===== config.mk =====
export PLATFORM = sky130hd
export DESIGN_NAME = rgb_frame_ctrl_flat
export DESIGN_NICKNAME = d
export VERILOG_FILES = /design/src/rtl/rgb_frame_if.sv /design/src/rtl/rgb_frame_ctrl.sv /design/src/flat_wrapper.sv
export SDC_FILE = /design/constraint.sdc
export NUM_CORES = 1
export LEC_CHECK = 0
export ABC_AREA = 0
export ABC_CLOCK_PERIOD_IN_PS = 4600
export CAP_MARGIN = 20
export CORE_MARGIN = 2
export CORE_UTILIZATION = 59
export CTS_CLUSTER_SIZE = 14
export DETAILED_ROUTE_END_ITERATION = 12
export GPL_TIMING_DRIVEN = 1
export MAX_ROUTING_LAYER = met4
export PLACE_DENSITY = 0.79
export SLEW_MARGIN = 20
export SYNTH_ARGS = -nofsm -noshare
export SYNTH_HDL_FRONTEND = slang
export SYNTH_SLANG_ARGS = --single-unit

===== constraint.sdc =====
create_clock -name clk -period 4.6 [get_ports clk]
set_input_delay 0.92 -clock clk [delete_from_list [all_inputs] [get_ports clk]]
set_output_delay 0.92 -clock clk [all_outputs]
set_load 0.05 [all_outputs]

===== src/rtl/rgb_frame_if.sv =====
// ============================================================================
// Module   : rgb_frame_if
// Brief    : Decoded-bit input and pixel valid/ready output bundle of rgb_frame_ctrl.
// Revision : 1.0 - initial release
// ============================================================================
`default_nettype none

interface rgb_frame_if #(
    parameter int IDX_W = 8
);
    logic             strobe;
    logic             sbit_value;
    logic             stream_reset;
    logic             pix_valid;
    logic             pix_ready;
    logic [23:0]      pix_grb;
    logic [IDX_W-1:0] pix_index;
    logic             frame_done;
    logic             short_pixel;
    logic             overflow;

    modport master (
        output strobe, sbit_value, stream_reset, pix_ready,
        input  pix_valid, pix_grb, pix_index, frame_done, short_pixel, overflow
    );

    modport slave (
        input  strobe, sbit_value, stream_reset, pix_ready,
        output pix_valid, pix_grb, pix_index, frame_done, short_pixel, overflow
    );
endinterface

`default_nettype wire


===== src/rtl/rgb_frame_ctrl.sv =====
// ============================================================================
// Module   : rgb_frame_ctrl
// Brief    : Assembles GRB pixels from decoded bits, keeps the first NUM_PIXELS
//            of each frame and delivers them through a small valid/ready FIFO.
// Revision : 1.0 - initial release
// ============================================================================
`default_nettype none

module rgb_frame_ctrl #(
    parameter int NUM_PIXELS = 8,
    parameter int IDX_W      = 8,
    parameter int FIFO_DEPTH = 4
) (
    input  wire logic  clk,
    input  wire logic  rst,
    rgb_frame_if.slave bus
);
    localparam int c_AW = $clog2(FIFO_DEPTH);
    localparam int c_CW = $clog2(NUM_PIXELS + 1);
    localparam logic [c_CW-1:0] c_LAST_PIX = c_CW'(NUM_PIXELS - 1);
    localparam logic [c_AW:0]   c_DEPTH    = (c_AW + 1)'(FIFO_DEPTH);

    typedef enum logic [1:0] {
        S_IDLE     = 2'd0,
        S_ASSEMBLE = 2'd1,
        S_DISCARD  = 2'd2
    } state_t;

    state_t            r_state;
    logic [22:0]       r_sr;        // the oldest bit leaves straight into the pushed word
    logic [4:0]        r_bit_cnt;
    logic [c_CW-1:0]   r_pix_cnt;
    logic              r_frame_done;
    logic              r_short_pixel;
    logic              r_overflow;

    logic [IDX_W+23:0] r_mem [FIFO_DEPTH];
    logic [c_AW:0]     r_wr_ptr;
    logic [c_AW:0]     r_rd_ptr;
    logic              r_pix_valid;
    logic [23:0]       r_pix_grb;
    logic [IDX_W-1:0]  r_pix_index;

    logic              w_bit;
    logic              w_push;
    logic              w_pop;
    logic              w_full;
    logic              w_push_ok;
    logic [IDX_W+23:0] w_push_word;
    logic [IDX_W+23:0] w_head;
    logic [c_AW:0]     w_rd_next;
    logic [c_AW:0]     w_wr_next;

    assign w_bit       = bus.strobe && !bus.stream_reset;
    assign w_push      = (r_state == S_ASSEMBLE) && w_bit && (r_bit_cnt == 5'd23);
    assign w_push_word = {IDX_W'(r_pix_cnt), r_sr, bus.sbit_value};
    assign w_pop       = r_pix_valid && bus.pix_ready;
    assign w_full      = (r_wr_ptr - r_rd_ptr) == c_DEPTH;
    assign w_push_ok   = w_push && (!w_full || w_pop);
    assign w_rd_next   = r_rd_ptr + {{c_AW{1'b0}}, w_pop};
    assign w_wr_next   = r_wr_ptr + {{c_AW{1'b0}}, w_push_ok};
    // A word written this edge into an otherwise empty FIFO becomes the head directly.
    assign w_head      = (w_rd_next == r_wr_ptr) ? w_push_word : r_mem[w_rd_next[c_AW-1:0]];

    always_ff @(posedge clk) begin
        if (rst) begin
            r_state       <= S_IDLE;
            r_sr          <= '0;
            r_bit_cnt     <= '0;
            r_pix_cnt     <= '0;
            r_frame_done  <= 1'b0;
            r_short_pixel <= 1'b0;
            r_overflow    <= 1'b0;
        end else begin
            r_frame_done <= 1'b0;
            if (w_push && !w_push_ok) begin
                r_overflow <= 1'b1;
            end
            if (bus.stream_reset && (r_state != S_IDLE)) begin
                r_state      <= S_IDLE;
                r_sr         <= '0;
                r_bit_cnt    <= '0;
                r_pix_cnt    <= '0;
                r_frame_done <= (r_pix_cnt != '0);
                if (r_bit_cnt != 5'd0) begin
                    r_short_pixel <= 1'b1;
                end
            end else begin
                case (r_state)
                    S_IDLE: begin
                        if (w_bit) begin
                            r_state       <= S_ASSEMBLE;
                            r_sr          <= {r_sr[21:0], bus.sbit_value};
                            r_bit_cnt     <= 5'd1;
                            r_short_pixel <= 1'b0;
                            r_overflow    <= 1'b0;
                        end
                    end
                    S_ASSEMBLE: begin
                        if (w_bit) begin
                            r_sr <= {r_sr[21:0], bus.sbit_value};
                            if (r_bit_cnt == 5'd23) begin
                                r_bit_cnt <= 5'd0;
                                r_pix_cnt <= r_pix_cnt + 1'b1;
                                if (r_pix_cnt == c_LAST_PIX) begin
                                    r_state <= S_DISCARD;
                                end
                            end else begin
                                r_bit_cnt <= r_bit_cnt + 5'd1;
                            end
                        end
                    end
                    S_DISCARD: begin
                        r_state <= S_DISCARD;
                    end
                    default: begin
                        r_state <= S_IDLE;
                    end
                endcase
            end
        end
    end

    always_ff @(posedge clk) begin
        if (w_push_ok) begin
            r_mem[r_wr_ptr[c_AW-1:0]] <= w_push_word;
        end
    end

    always_ff @(posedge clk) begin
        if (rst) begin
            r_wr_ptr    <= '0;
            r_rd_ptr    <= '0;
            r_pix_valid <= 1'b0;
            r_pix_grb   <= '0;
            r_pix_index <= '0;
        end else begin
            r_wr_ptr    <= w_wr_next;
            r_rd_ptr    <= w_rd_next;
            r_pix_valid <= (w_wr_next != w_rd_next);
            if (w_wr_next != w_rd_next) begin
                r_pix_grb   <= w_head[23:0];
                r_pix_index <= w_head[IDX_W+23:24];
            end
        end
    end

    assign bus.pix_valid   = r_pix_valid;
    assign bus.pix_grb     = r_pix_grb;
    assign bus.pix_index   = r_pix_index;
    assign bus.frame_done  = r_frame_done;
    assign bus.short_pixel = r_short_pixel;
    assign bus.overflow    = r_overflow;

endmodule

`default_nettype wire

===== src/flat_wrapper.sv =====
// flat-port wrapper written by rule: the top's interface ports become plain ports
module rgb_frame_ctrl_flat 
#(
    parameter int NUM_PIXELS = 8,
    parameter int IDX_W      = 8,
    parameter int FIFO_DEPTH = 4
)
  (clk, rst, bus_strobe, bus_sbit_value, bus_stream_reset, bus_pix_ready, bus_pix_valid, bus_pix_grb, bus_pix_index, bus_frame_done, bus_short_pixel, bus_overflow);
  rgb_frame_if #(.IDX_W(IDX_W)) bus_i ();
  input  wire logic clk;
  input  wire logic rst;
  input wire logic [$bits(bus_i.strobe)-1:0] bus_strobe;
  input wire logic [$bits(bus_i.sbit_value)-1:0] bus_sbit_value;
  input wire logic [$bits(bus_i.stream_reset)-1:0] bus_stream_reset;
  input wire logic [$bits(bus_i.pix_ready)-1:0] bus_pix_ready;
  output wire logic [$bits(bus_i.pix_valid)-1:0] bus_pix_valid;
  output wire logic [$bits(bus_i.pix_grb)-1:0] bus_pix_grb;
  output wire logic [$bits(bus_i.pix_index)-1:0] bus_pix_index;
  output wire logic [$bits(bus_i.frame_done)-1:0] bus_frame_done;
  output wire logic [$bits(bus_i.short_pixel)-1:0] bus_short_pixel;
  output wire logic [$bits(bus_i.overflow)-1:0] bus_overflow;
  assign bus_i.strobe = bus_strobe;
  assign bus_i.sbit_value = bus_sbit_value;
  assign bus_i.stream_reset = bus_stream_reset;
  assign bus_i.pix_ready = bus_pix_ready;
  assign bus_pix_valid = bus_i.pix_valid;
  assign bus_pix_grb = bus_i.pix_grb;
  assign bus_pix_index = bus_i.pix_index;
  assign bus_frame_done = bus_i.frame_done;
  assign bus_short_pixel = bus_i.short_pixel;
  assign bus_overflow = bus_i.overflow;
  rgb_frame_ctrl #(.NUM_PIXELS(NUM_PIXELS), .IDX_W(IDX_W), .FIFO_DEPTH(FIFO_DEPTH)) u_core (.clk(clk), .rst(rst), .bus(bus_i));
endmodule

==> results.ini, run 1 <==
[final_layout]
num-nets-final=542
diodes=0
seqCellArea_um2=4800
instances_no_fill=684
fill_cells=790
final_util=0.701
area_delta_synth_final_pct=16.4
multiInputGateArea_um2=2220
drive_gt1_frac=0.162

[detailed_routing]
viasPerCell=5.91
dr.pass1.iters=4
first_iter_violations=341
drc=0
wl_per_cell_um=19.9
ant_nets=0
drt-total-wl_um=13600
via_count=4045

[yosys]
postSynthAreaPerCell_um2=15.1
synthFlopType=edfxtp_1
synth_top_area_frac=0.465
yosysMostFrequentCell=edfxtp_1
yosys_warnings=0
synth_seq_cells=184
yosysSeqAreaShare=0.664
synthTopCellsByArea=edfxtp_1 46%, dfxtp_1 20%, mux4_2 8.7%, mux2i_1 3.9%, o2bb2ai_1 3.1%
syn_inst=479
synthTopCellsByCount=112 x edfxtp_1, 72 x dfxtp_1, 50 x nand2_1
async_reset_ff_frac=0
synth_top_cell_by_area=edfxtp_1
synth_edf_count=112
syn-cell-area_um2=7230
yosys.cell_types.count=45

[placed_design]
hpwl_um=8270
place_inst=652
portBuffers=37
place_congestion=0.808

[sta]
rsz0062_at_grt=false
max_clock_freq_mhz=288
worstMarginPinSlew_ns=0.701
fin_skew_ns=0.0110
period_minus_slack_ns=3.47
tns_ns=0
layout_worst_path_cycle_share=0.754
slew-limit-headroom=0.533
slew_viol_final=0
setup_viol=0
finalHoldViolCount=0

[die]
fp.dieW_um=115
coreArea_um2=12000
rows=40
die_h_um=115
start_util=0.602
fp.dieArea_um2=13200
io_pins=42

[worst_setup_path]
cp-end-kind=flop
path_delay_family=buffers and inverters
cp_max_fo=20
worstPathArrival_ns=3.78
critPathKind=in2reg
ff2ff_setup_slack_ns=1.35
path_common_cell=ha_1
path_buf_inv=3
worstPathCellList=clkdlybuf4s50_1, nand3b_1, a211o_1, inv_1, ha_1, ha_1, xnor2_1, nand2_1, o21bai_2, buf_4, o2bb2ai_1
startpoint_type=input port
cp.depth=11
required_ns=4.91
cpMaxStageDelayCell=clkdlybuf4s50_1
cpPeakStageDelay_ns=0.46
worst_r2r_path_depth=13

[global_route]
grt_pass1_wl_um=22000
grt_max_degree=29
antenna_found_initial=0
gr-total-overflow=0
track_usage=0.233
grt_pass1_vias=4250

[clocking]
numCtsBuffers=17
post_cts_buffers=0
cts_tree=built
clk_path_buf_depth=2
htree_levels=4
cts_resized=0
clock_sinks=184
root_buffer=clkbuf_16
path_clk_slew_ns=0.06
hold_buffers=0
clk_latency_ns=0.43

[run]
drv_cap=0

[worst_hold_path]
hold_class=reg2reg
hold_depth=1

[pwr]
power_uw=3460
irDropWorstVdd_mv=0.282
p_leak_uw=0.00293
p_per_area_nw_per_um2=410

[status]
status=completed

==> worst reg2reg max path, cell delays in order (launching register included) <==
cell and delay [ns]:
dfxtp_1 0.44, inv_1 0.12, ha_1 0.19, nor2b_1 0.14, xnor2_1 0.24, a211o_1 0.25
inv_1 0.10, ha_1 0.19, ha_1 0.19, xnor2_1 0.21, xor2_1 0.17, o21bai_2 0.43
buf_4 0.35, o2bb2ai_1 0.12
==> per-stage QoR <==
stage,setup slack (ns),hold slack [ns],instance area [um^2]
6_report,1.13,0.460,8420
5_1_grt,0.808,0.488,8420
4_1_cts,1.14,0.466,8420
3_5_place_dp,0.701,0.446,7740
3_3_place_gp,0.839,0.445,7740
2_1_floorplan,0.726,0.454,7250
==> layer usage <==
metal | vias up | global-route usage | part of all wire
li1 | 1886 | - | -
met1 | 2048 | 0.290 | 0.43
met2 | 90 | 0.381 | 0.52
met3 | 21 | 0.0506 | 0.035
met4 | 0 | 0.0859 | 0.016
met5 | - | - | 0
==> layout make-up <==
type / count / share of cell area
inverter: 12 / 0.00535
clock inverter: 14 / 0.0287
clock buffer: 18 / 0.0521
tap: 147 / 0.0218
sequential: 184 / 0.570
timing repair buffer: 53 / 0.0582
multi-input combinational: 256 / 0.263
==> logic make-up (layout without fill, tap and decap cells) <==
kind of cell,Yosys count,in the layout,synth area share
compound gates,77,77,0.0744
xor+xnor,13,13,0.0178
fa+ha+maj,12,12,0.0208
buf+inv,42,97,0.0337
flops,184,184,0.664
mux,56,56,0.126
other cells,1,4,0.000518
simple gates,94,94,0.0628
==> path summary, 6_finish.rpt <==
check                                            from                      to
worst max-delay path                 bus_stream_reset  u_core.bus.pix_grb[13]
worst min-delay path            u_core.bus.pix_grb[6]   u_core.bus.pix_grb[6]
worst max register to register     u_core.r_wr_ptr[0]  u_core.bus.pix_grb[13]
worst min register to register  u_core.bus.pix_grb[6]   u_core.bus.pix_grb[6]
==> power breakdown <==
| part | switching, uW | internal, uW |
|---|---|---|
| clock network | 612 | 1040 |
| logic | 49.8 | 19.6 |
| registers | 2.80 | 1730 |
==> cells in the final DEF, fill, tap and decap left out, types with 8 or more instances in the layout <==
master and count:
edfxtp_1 112, dfxtp_1 72, nand2_1 50, clkdlybuf4s50_1 37, a21oi_1 31, mux4_2 28, mux2i_1 28, o2bb2ai_1 26
clkbuf_16 17, buf_4 16, inv_1 12, nor2_1 11, ha_1 11, xnor2_1 9, nor2b_1 8
==> registers in the layout, indices dropped and copies added, names as in the netlist <==
| name | cells |
|---|---|
| u_core.r_mem | 112 |
| u_core.bus.pix_grb | 24 |
| u_core.r_sr | 23 |
| u_core.r_bit_cnt | 5 |
| u_core.bus.pix_index | 4 |
| u_core.r_pix_cnt | 4 |
| u_core.r_rd_ptr | 3 |
| u_core.r_wr_ptr | 3 |
| u_core.r_state | 2 |
| u_core.bus.frame_done | 1 |
| u_core.bus.overflow | 1 |
| u_core.bus.pix_valid | 1 |
| u_core.bus.short_pixel | 1 |
Note: power is estimated with default switching activity, not from simulation.
==> run 2: changes to the inputs <==
ABC_CLOCK_PERIOD_IN_PS = 3400   (was 4600)
clock period = 3.4 ns   (was 4.6 ns; I/O delays follow)
==> results.ini, run 2 (synthesis results as in run 1) <==
[pwr]
switchingPower_uw=816  ; +23%
p_sw_frac=0.195  ; +0.00230
power_frac_comb=0.023  ; +0.003
p_seq_frac=0.560  ; +0.058
p_leak_uw=0.00292  ; -0.29%
pwr-share-clk=0.417  ; -0.061
p_int_uw=3380  ; +21%
irDropWorstVdd_mv=0.365  ; +30%
p_per_area_nw_per_um2=503  ; +23%
power_uw=4200  ; +21%

[global_route]
grtUsageMet3=0.0585  ; +0.00791
grtUsageMet2=0.385  ; +0.00434
met1_usage=0.283  ; -0.00707
antenna_found_initial=0  ; unchanged
grt_pass1_wl_um=22000  ; +0.35%
busiest_layer=met2
gr-total-overflow=0  ; unchanged
grt_max_degree=31  ; +6.9%
track_usage=0.234  ; +0.000567
grt_pass1_vias=4314  ; +1.5%

[worst_setup_path]
worstPathCellList=inv_1, ha_1, nor2b_1, xnor2_1, a211o_1, inv_1, ha_1, ha_1, xnor2_1, xor2_1, nor3_4, buf_12, o2bb2ai_1
cp-end-kind=flop
path_common_cell=ha_1
startpoint_type=flop
worstPathArrival_ns=3.47  ; -0.31 ns
critPathKind=reg2reg
cpPeakStageDelay_ns=0.53  ; +0.07 ns
cpMaxStageDelayCell=nor3_4
required_ns=3.74  ; -1.17 ns
worst_r2r_path_depth=13  ; unchanged
cp_max_fo=18  ; -10%

[sta]
slew-limit-headroom=0.611  ; +0.0785
max_clock_freq_mhz=320
tns_ns=0  ; unchanged
setup_viol=0  ; unchanged
finalHoldViolCount=0  ; unchanged
worst_slack_ns=0.276  ; -0.854 ns
worstMarginPinSlew_ns=0.581  ; -0.120 ns
layout_worst_path_cycle_share=0.919
slew_viol_final=0  ; unchanged
fin_skew_ns=0.00744  ; -0.00358 ns
period_minus_slack_ns=3.12
rsz0062_at_grt=false

[clocking]
hold_buffers=0  ; unchanged
clock_sinks=184  ; unchanged
path_clk_slew_ns=0.06  ; about the same
cts_resized=0  ; unchanged
root_buffer=clkbuf_16
clk_latency_ns=0.42  ; about the same
cts_tree=built
clk_path_buf_depth=2  ; unchanged
numCtsBuffers=17  ; unchanged
htree_levels=4  ; unchanged
post_cts_buffers=0  ; unchanged

[placed_design]
dp_slack_ns=-0.0359  ; -0.737 ns
place_inst=654  ; +0.31%
portBuffers=37  ; unchanged
place_congestion=0.780  ; -3.4%
hpwl_um=8080  ; -2.4%

[status]
status=completed

[die]
coreArea_um2=12000  ; unchanged
die_h_um=115  ; unchanged
fp.dieArea_um2=13200  ; unchanged
fp.dieW_um=115  ; unchanged
io_pins=42  ; unchanged
rows=40  ; unchanged
start_util=0.602  ; unchanged

[detailed_routing]
wl_per_cell_um=19.9  ; about the same
drc=0  ; unchanged
dr.pass1.iters=4  ; unchanged
viasPerCell=5.88  ; -0.54%
drt-total-wl_um=13600  ; +0.35%
via_count=4035  ; -0.25%
ant_nets=0  ; unchanged
first_iter_violations=325  ; -4.7%

[final_layout]
layout.cells.most_common=edfxtp_1
final_util=0.694  ; -0.00740
diodes=0  ; unchanged
most-common-layout-cells=112 x edfxtp_1, 72 x dfxtp_1, 50 x nand2_1, 37 x clkdlybuf4s50_1, 31 x a21oi_1
num-nets-final=544  ; +0.37%
area_delta_synth_final_pct=15.2
largest_reg_flops=112  ; unchanged
instances_no_fill=686  ; +0.29%
drive_gt1_frac=0.145  ; -0.0173

[worst_hold_path]
hold_class=reg2reg
hold_depth=1  ; unchanged

[run]
drv_cap=0  ; unchanged

==> run 2: cell type report <==
type | count | area (um^2)
flip-flops and latches | 184 | 4800
fillers | 816 | 3680
multi-input cells | 256 | 2220
repair buffers | 55 | 568
clock buffers | 28 | 467
well taps | 147 | 184
clock inverters | 4 | 47.5
inverters | 12 | 45.0
==> run 2: power by group through the flow <==
stage | clock (uW) | sequential (uW) | combinational (uW)
6_report | 1750 | 2350 | 96.8
5_1_grt | 1860 | 2350 | 106
4_1_cts | 1780 | 2350 | 96.4
3_5_place_dp | 0 | 2400 | 95.8
3_3_place_gp | 0 | 2400 | 92.6
2_1_floorplan | 0 | 2400 | 68.6
==> run 2: metal layers <==
layer  share of wire  wire, um
met1            0.42      5700
met2            0.52      7050
met4           0.013       180
met3           0.052       708
met5               0         0
==> run 2: stage by stage <==
stage                     hold WS (ns)  instance area [um^2]
after floorplan                  0.454                  7250
after global placement           0.445                  7820
after detailed placement         0.449                  7820
after CTS                        0.466                  8340
after global routing             0.479                  8340
final                            0.461                  8340
==> run 2: path summary, 6_finish.rpt <==
| path | start | to | slack [ns] |
|---|---|---|---|
| worst max register to register | u_core.r_wr_ptr[0] | u_core.bus.pix_grb[16] | 0.28 |
| worst min-delay path | u_core.bus.pix_grb[5] | u_core.bus.pix_grb[5] | 0.46 |
| worst max-delay path | u_core.r_wr_ptr[0] | u_core.bus.pix_grb[16] | 0.28 |
| worst min register to register | u_core.bus.pix_grb[5] | u_core.bus.pix_grb[5] | 0.46 |
==> run 2: critical path, delay by kind of cell, from the launching register on <==
| kind | cells | cell delay (ns) |
|---|---|---|
| buffers and inverters | 3 | 0.43 |
| AO/OA/AOI/OAI | 2 | 0.37 |
| adder cells (fa/ha/maj) | 3 | 0.55 |
| flip-flops | 1 | 0.43 |
| AND/OR/NAND/NOR | 2 | 0.66 |
| XOR/XNOR | 3 | 0.59 |
